**src/rtl/ram_arbiter.sv**
```systemverilog
// Two-requester arbiter in front of a single-ported synchronous RAM: accept, access, respond.
// Optional macro RAM_ARBITER_ROUND_ROBIN_EN replaces fixed priority (req1 wins) with round robin.
module ram_arbiter #(
   parameter int unsigned AddressWidth = 16,
   parameter int unsigned DataWidth    = 32
) (
   input  logic                    i_clock,
   input  logic                    i_reset,
   input  logic                    i_req0_valid,
   input  logic                    i_req0_write,
   input  logic [AddressWidth-1:0] i_req0_address,
   input  logic [DataWidth-1:0]    i_req0_write_data,
   input  logic                    i_req1_valid,
   input  logic                    i_req1_write,
   input  logic [AddressWidth-1:0] i_req1_address,
   input  logic [DataWidth-1:0]    i_req1_write_data,
   output logic                    o_req0_ready,
   output logic                    o_req0_done,
   output logic [DataWidth-1:0]    o_req0_read_data,
   output logic                    o_req1_ready,
   output logic                    o_req1_done,
   output logic [DataWidth-1:0]    o_req1_read_data,
   output logic                    o_mem_enable,
   output logic                    o_mem_write_enable,
   output logic [AddressWidth-1:0] o_mem_address,
   output logic [DataWidth-1:0]    o_mem_write_data,
   input  logic [DataWidth-1:0]    i_mem_read_data
);

   localparam logic [1:0] StIdle    = 2'd0;
   localparam logic [1:0] StAccess  = 2'd1;
   localparam logic [1:0] StRespond = 2'd2;

   logic [1:0]              state_q, state_d;
   logic                    grant_q, grant_d;
   logic                    write_q, write_d;
   logic [AddressWidth-1:0] address_q, address_d;
   logic [DataWidth-1:0]    write_data_q, write_data_d;
   logic                    any_valid;
   logic                    grant_win;

   assign any_valid = i_req0_valid | i_req1_valid;

`ifdef RAM_ARBITER_ROUND_ROBIN_EN
   logic last_grant_q;

   // On contention the requester not served last wins; a lone requester always wins.
   assign grant_win = (i_req0_valid && i_req1_valid) ? ~last_grant_q : i_req1_valid;

   always_ff @(posedge i_clock) begin
      if (i_reset) begin
         last_grant_q <= 1'b0;
      end else if (state_q == StIdle && any_valid) begin
         last_grant_q <= grant_win;
      end
   end
`else
   assign grant_win = i_req1_valid;
`endif

   always_comb begin
      state_d            = state_q;
      grant_d            = grant_q;
      write_d            = write_q;
      address_d          = address_q;
      write_data_d       = write_data_q;
      o_req0_ready       = 1'b0;
      o_req1_ready       = 1'b0;
      o_req0_done        = 1'b0;
      o_req1_done        = 1'b0;
      o_req0_read_data   = '0;
      o_req1_read_data   = '0;
      o_mem_enable       = 1'b0;
      o_mem_write_enable = 1'b0;
      o_mem_address      = '0;
      o_mem_write_data   = '0;
      // Reset forces every output low, including an abandoned ACCESS or RESPOND.
      if (!i_reset) begin
         case (state_q)
            StIdle: begin
               if (any_valid) begin
                  o_req0_ready = ~grant_win;
                  o_req1_ready = grant_win;
                  grant_d      = grant_win;
                  write_d      = grant_win ? i_req1_write : i_req0_write;
                  address_d    = grant_win ? i_req1_address : i_req0_address;
                  write_data_d = grant_win ? i_req1_write_data : i_req0_write_data;
                  state_d      = StAccess;
               end
            end
            StAccess: begin
               o_mem_enable       = 1'b1;
               o_mem_write_enable = write_q;
               o_mem_address      = address_q;
               o_mem_write_data   = write_data_q;
               state_d            = StRespond;
            end
            StRespond: begin
               o_req0_done = ~grant_q;
               o_req1_done = grant_q;
               if (!write_q) begin
                  if (grant_q) begin
                     o_req1_read_data = i_mem_read_data;
                  end else begin
                     o_req0_read_data = i_mem_read_data;
                  end
               end
               state_d = StIdle;
            end
            default: state_d = StIdle;
         endcase
      end
   end

   always_ff @(posedge i_clock) begin
      if (i_reset) begin
         state_q      <= StIdle;
         grant_q      <= 1'b0;
         write_q      <= 1'b0;
         address_q    <= '0;
         write_data_q <= '0;
      end else begin
         state_q      <= state_d;
         grant_q      <= grant_d;
         write_q      <= write_d;
         address_q    <= address_d;
         write_data_q <= write_data_d;
      end
   end

endmodule

```
**config.mk**
```make
export PLATFORM = sky130hd
export DESIGN_NAME = ram_arbiter
export DESIGN_NICKNAME = d
export VERILOG_FILES = /design/src/rtl/ram_arbiter.sv
export SDC_FILE = /design/constraint.sdc
export NUM_CORES = 1
export LEC_CHECK = 0
export ABC_AREA = 1
export CAP_MARGIN = 10
export CORE_ASPECT_RATIO = 0.7
export CORE_UTILIZATION = 37
export CTS_CLUSTER_DIAMETER = 150
export DETAILED_ROUTE_END_ITERATION = 7
export GPL_ROUTABILITY_DRIVEN = 0
export MAX_ROUTING_LAYER = met4
export PLACE_DENSITY = 0.95
export SLEW_MARGIN = 20
export SYNTH_ARGS = -nofsm -noshare
export SYNTH_HDL_FRONTEND = slang
export SYNTH_SLANG_ARGS = --single-unit
```
**constraint.sdc**
```tcl
create_clock -name i_clock -period 2.1 [get_ports i_clock]
set_input_delay 0.42 -clock i_clock [delete_from_list [all_inputs] [get_ports i_clock]]
set_output_delay 0.42 -clock i_clock [all_outputs]
set_load 0.01 [all_outputs]
```
* Yosys cells after proc, flatten, opt, wreduce, memory -nomap -nowiden
Index checks and enable logic that the tools add are counted.
** Operators by class
- Eq/ne operators :: 3
- Bitwise logic cells :: 3
- Mux-type cells :: 31
- Reductions and logical operators :: 2
** Operator list (count)
- two-way mux 32 bit :: 11
- two-way mux 16 bit :: 3
- two-way mux 1 bit :: 15
- one-hot mux 2 bit (2 select lines) :: 1
- == test 2 x 1 -> 1 bit, second input constant :: 1
- == test 2 bit, second input constant :: 1
- logical NOT 2 bit :: 1
- two-way mux 2 bit :: 1
- != test 2 bit, second input constant :: 1
- NOT 1 bit :: 2
- AND reduction 2 bit :: 1
- OR 1 bit :: 1
** Storage, ports and cells
- Input bits :: 134
- Logic and storage cells :: 44
- Output and inout port bits :: 118
- Bits in registers :: 52

* Longest topological paths before layout
- Depth in word-level cells :: 4
- Gate-level depth with buffers :: 8
- Depth with buffers taken out :: 6

* Worst setup path before layout
Ideal clock, no wire load.
- Path type :: input -> output
- From :: input port i_reset
- To :: output port o_req0_read_data[0]
- Setup slack :: 0.394 ns
- Stages :: 4
- Data required time :: 1.680 ns
- Buffers on the path :: 1
- Arrival time :: 1.286 ns
- Cell sequence :: nor3_1 > inv_1 > buf_6 > nor2_1
** Between the ends
- Word-level cells in the longest chain between the ends :: 1
** RTL lines
- start: declaration :: line 8 : input logic i_reset,
- two-way mux 32 bit :: line 78 : if (!i_reset) begin
- end: declaration :: line 19 : output logic [DataWidth-1:0] o_req0_read_data,
No other way between the ends.

* Final worst setup path
- From :: register state_q[0]
- To :: output port o_req0_read_data[0]
** Between the ends
- Word-level cells in the longest chain between the ends :: 3
** RTL lines
- start: declaration :: line 34 : logic [1:0] state_q, state_d;
- start signal: assignment :: line 117 : state_q <= StIdle;
- start signal: assignment :: line 123 : state_q <= state_d;
- == test 2 bit :: line 79 : case (state_q)
- two-way mux 32 bit :: line 79
- two-way mux 32 bit :: line 78
No other way between the ends.

==> impl_metrics.env <==
export IMPL_status="complete, no violations"
export IMPL_met1_length_um=5220
export IMPL_firstDrtPassIters=4
export IMPL_ir_worst_vdd_mv=0.361
export IMPL_maxSlewViolCount=0
export IMPL_cts_root_buf="clkbuf_16"
export IMPL_port_buffer_count=251
export IMPL_synth_compound_area_share_pct=0.150
export IMPL_worstPathRequired_ps=1680
export IMPL_slew_limit_headroom_pct=66.2
export IMPL_clock_sinks=52
export IMPL_slowest_stage="dfxtp_2"
export IMPL_fin_crit_sh_pct=97.5
export IMPL_track_usage_pct=25.4
export IMPL_crit_chain="inv_2 -> nand2_1 -> nor3_2 -> inv_1 -> buf_12 -> nor2_1 -> clkdlybuf4s15_1"
export IMPL_r2r_cells=7
export IMPL_hold_violations=0
export IMPL_drc_errors=0
export IMPL_yosysWarnings=0
export IMPL_path_class="reg -> out"
export IMPL_synth_top_family_by_area="simple AND/OR/NAND/NOR gates"
export IMPL_cp_startpoint="state_q[0]$_SDFFE_PP0P_"
export IMPL_worst_pin_slew_ps=507
export IMPL_synth_top_area_share_pct=31.5
export IMPL_core_um2=8620
export IMPL_yosysSeqAreaShare_pct=31.1
export IMPL_layout_nets=1027
export IMPL_grt_antenna_before_repair=0
export IMPL_yosys_area_share_simple_pct=56.5
export IMPL_final_cells=1014
export IMPL_synth_area_um2=3340
export IMPL_htree_levels=2
export IMPL_wl_per_cell_um=12.0
export IMPL_syn_inst=651
export IMPL_cts_tree="yes"
export IMPL_ys_seq_elements=52
export IMPL_ios=252
export IMPL_r2r_start="state_q[1]$_SDFFE_PP0P_"
export IMPL_critPathMaxFanout=32
export IMPL_met3WireLength_um=876
export IMPL_wl_met2_um=5960
export IMPL_die_h_um=81.5
export IMPL_hold_buffers=0
export IMPL_synth_top_area_cell="nand2_1"
export IMPL_start_kind="flop"
export IMPL_min_delay_path_class="in -> reg"
export IMPL_clk_pin_slew_worst_paths_ps=60
export IMPL_cts_buffers=5
export IMPL_yosysUniqueCellTypes=15
export IMPL_post_route_min_period_ps=2050
export IMPL_arrival_ps=1630
export IMPL_hold_start="i_reset"
export IMPL_dp_hpwl_um=9040
export IMPL_setup_tns_ps=0
export IMPL_finalInstanceArea_um2=6080
export IMPL_yosys_top_cells_area="nand2_1 32%, dfxtp_1 31%, nor2_1 24%"
export IMPL_grt_overflow=0
export IMPL_dieArea_um2=9430
export IMPL_drive_above_1_share_pct=8.72
export IMPL_finalSetupViolations=0
export IMPL_avgSynthCellArea_um2=5.14
export IMPL_p_leak_nw=3.46
export IMPL_vias=4445
export IMPL_start_util_pct=38.8
export IMPL_synth_nets=785
export IMPL_grt_pass1_vias=4042
export IMPL_finalClockSkew_ps=6.06
export IMPL_viasPerCell=4.38
export IMPL_synth_fa_ha_area_share_pct=0
export IMPL_routed_wl_um=12100
export IMPL_end_kind="output pin"
export IMPL_powerDensity_nw_per_um2=490
export IMPL_syn_to_final_growth_pct=81.7
export IMPL_rows=28
export IMPL_clk_latency_ps=280
export IMPL_grt_pass1_wl_um=18500
export IMPL_max_clock_freq_mhz=489
export IMPL_finalWorstSetupSlack_ps=53.0
export IMPL_top_layer_used="met4"
export IMPL_holdPathStages=2
export IMPL_place_inst=997
export IMPL_synth_xor_area_share_pct=0
export IMPL_die_x_um=116
export IMPL_maxCapViolCount=0
export IMPL_synthMuxAreaShare_pct=0
export IMPL_dpl_cell_area_um2=6000
export IMPL_cts_path_max_buffers=2
export IMPL_ant_nets=0
export IMPL_drt_iter0_markers=152
export IMPL_pre_cts_slack_ps=-419
export IMPL_critical_path_max_stage_delay_ps=330
export IMPL_grt_max_degree=66
export IMPL_antenna_cells=0
==> path summary, 6_finish.rpt <==
check	to	slack, ps
max reg2reg	write_data_q[17]$_SDFFE_PP0P_	880
min reg2reg	write_data_q[18]$_SDFFE_PP0P_	520
min	state_q[0]$_SDFFE_PP0P_	370
max	o_req0_read_data[0]	50
==> where the power goes <==
group / internal (mW) / switching [mW] / total, mW / leakage [nW]
clock: 0.561 / 0.341 / 0.902 / 0.0808
combinational: 0.456 / 0.493 / 0.948 / 2.95
sequential: 1.10 / 0.0302 / 1.13 / 0.433
==> flip-flops by register name, summed over array words and instances, names as in the netlist <==
name          count
state_q           2
write_q           1
grant_q           1
address_q        16
write_data_q     32
==> cells by family after synthesis <==
family,Yosys count
AOI/OAI and AO/OA,1
DFF,52
and+or+nand+nor,501
buffers and inverters,97
==> cells in the mapped netlist (all sizes together) <==
cell / instances
nand2: 282
nand3: 1
nand4: 1
buf: 25
clkinv: 1
clkbuf: 15
o21ai: 1
dfxtp: 52
nor2: 215
inv: 56
nor3: 2
==> per-stage QoR <==
step / hold WS [ps] / power (mW) / utilization, %
final: 373 / 2.98 / 70.5
after CTS: 523 / 3.00 / 70.5
after floorplan: 477 / 1.65 / -
after global placement: 505 / 2.09 / 69.6
after global routing: 367 / 3.18 / 70.5
after detailed placement: 509 / 2.11 / 69.6
==> cell usage in the layout, fill, tap and decap left out <==
cell type | Yosys | layout
nor3_2 | 0 | 1
nand2_1 | 281 | 280
dfxtp_2 | 0 | 3
buf_2 | 17 | 23
dlygate4sd2_1 | 0 | 79
dlymetal6s2s_1 | 0 | 1
bufbuf_16 | 0 | 1
clkinv_1 | 1 | 1
clkbuf_2 | 0 | 3
clkbuf_1 | 15 | 1
buf_12 | 0 | 6
nand2_2 | 1 | 1
dfxtp_1 | 52 | 49
buf_6 | 3 | 1
clkbuf_16 | 0 | 5
nor2_1 | 215 | 206
nand2_4 | 0 | 1
inv_1 | 54 | 53
nor2_2 | 0 | 9
inv_2 | 2 | 3
clkdlybuf4s15_1 | 0 | 11
o21ai_0 | 1 | 1
nand4_1 | 1 | 1
clkdlybuf4s50_1 | 0 | 131
buf_4 | 0 | 16
nand3_1 | 1 | 1
clkinv_2 | 0 | 1
nor3_1 | 2 | 1
clkdlybuf4s15_2 | 0 | 3
bufinv_16 | 0 | 1
==> layer usage <==
metal  vias to the layer above  track usage [%]
met4                         0             6.03
li1                       2355                -
met2                       159             43.8
met3                         8             5.76
met1                      1923             30.3
met5                         -                -
==> worst max-delay path, delay by kind of cell (launching register included) <==
| family | cells | cell delay [ps] |
|---|---|---|
| buffers and inverters | 4 | 610 |
| AND/OR/NAND/NOR | 3 | 400 |
| flip-flops | 1 | 330 |
==> area by class of cell <==
cell class              count  area [um^2]
repair buffers            275         2570
fillers                   787         2540
multi-input cells         502         1930
flip-flops and latches     52         1040
inverters                  57          214
well taps                 120          150
clock buffers               6          129
clock inverters             2         35.0
==> repair_timing <==
item                                    4_1_cts  5_1_grt
pin swaps                                     2        1
setup buffers                                 7        1
cloned                                        2        0
gates resized for setup                     194       29
endpoints found under the setup margin      118       64
(Power assumes the default switching activity.)
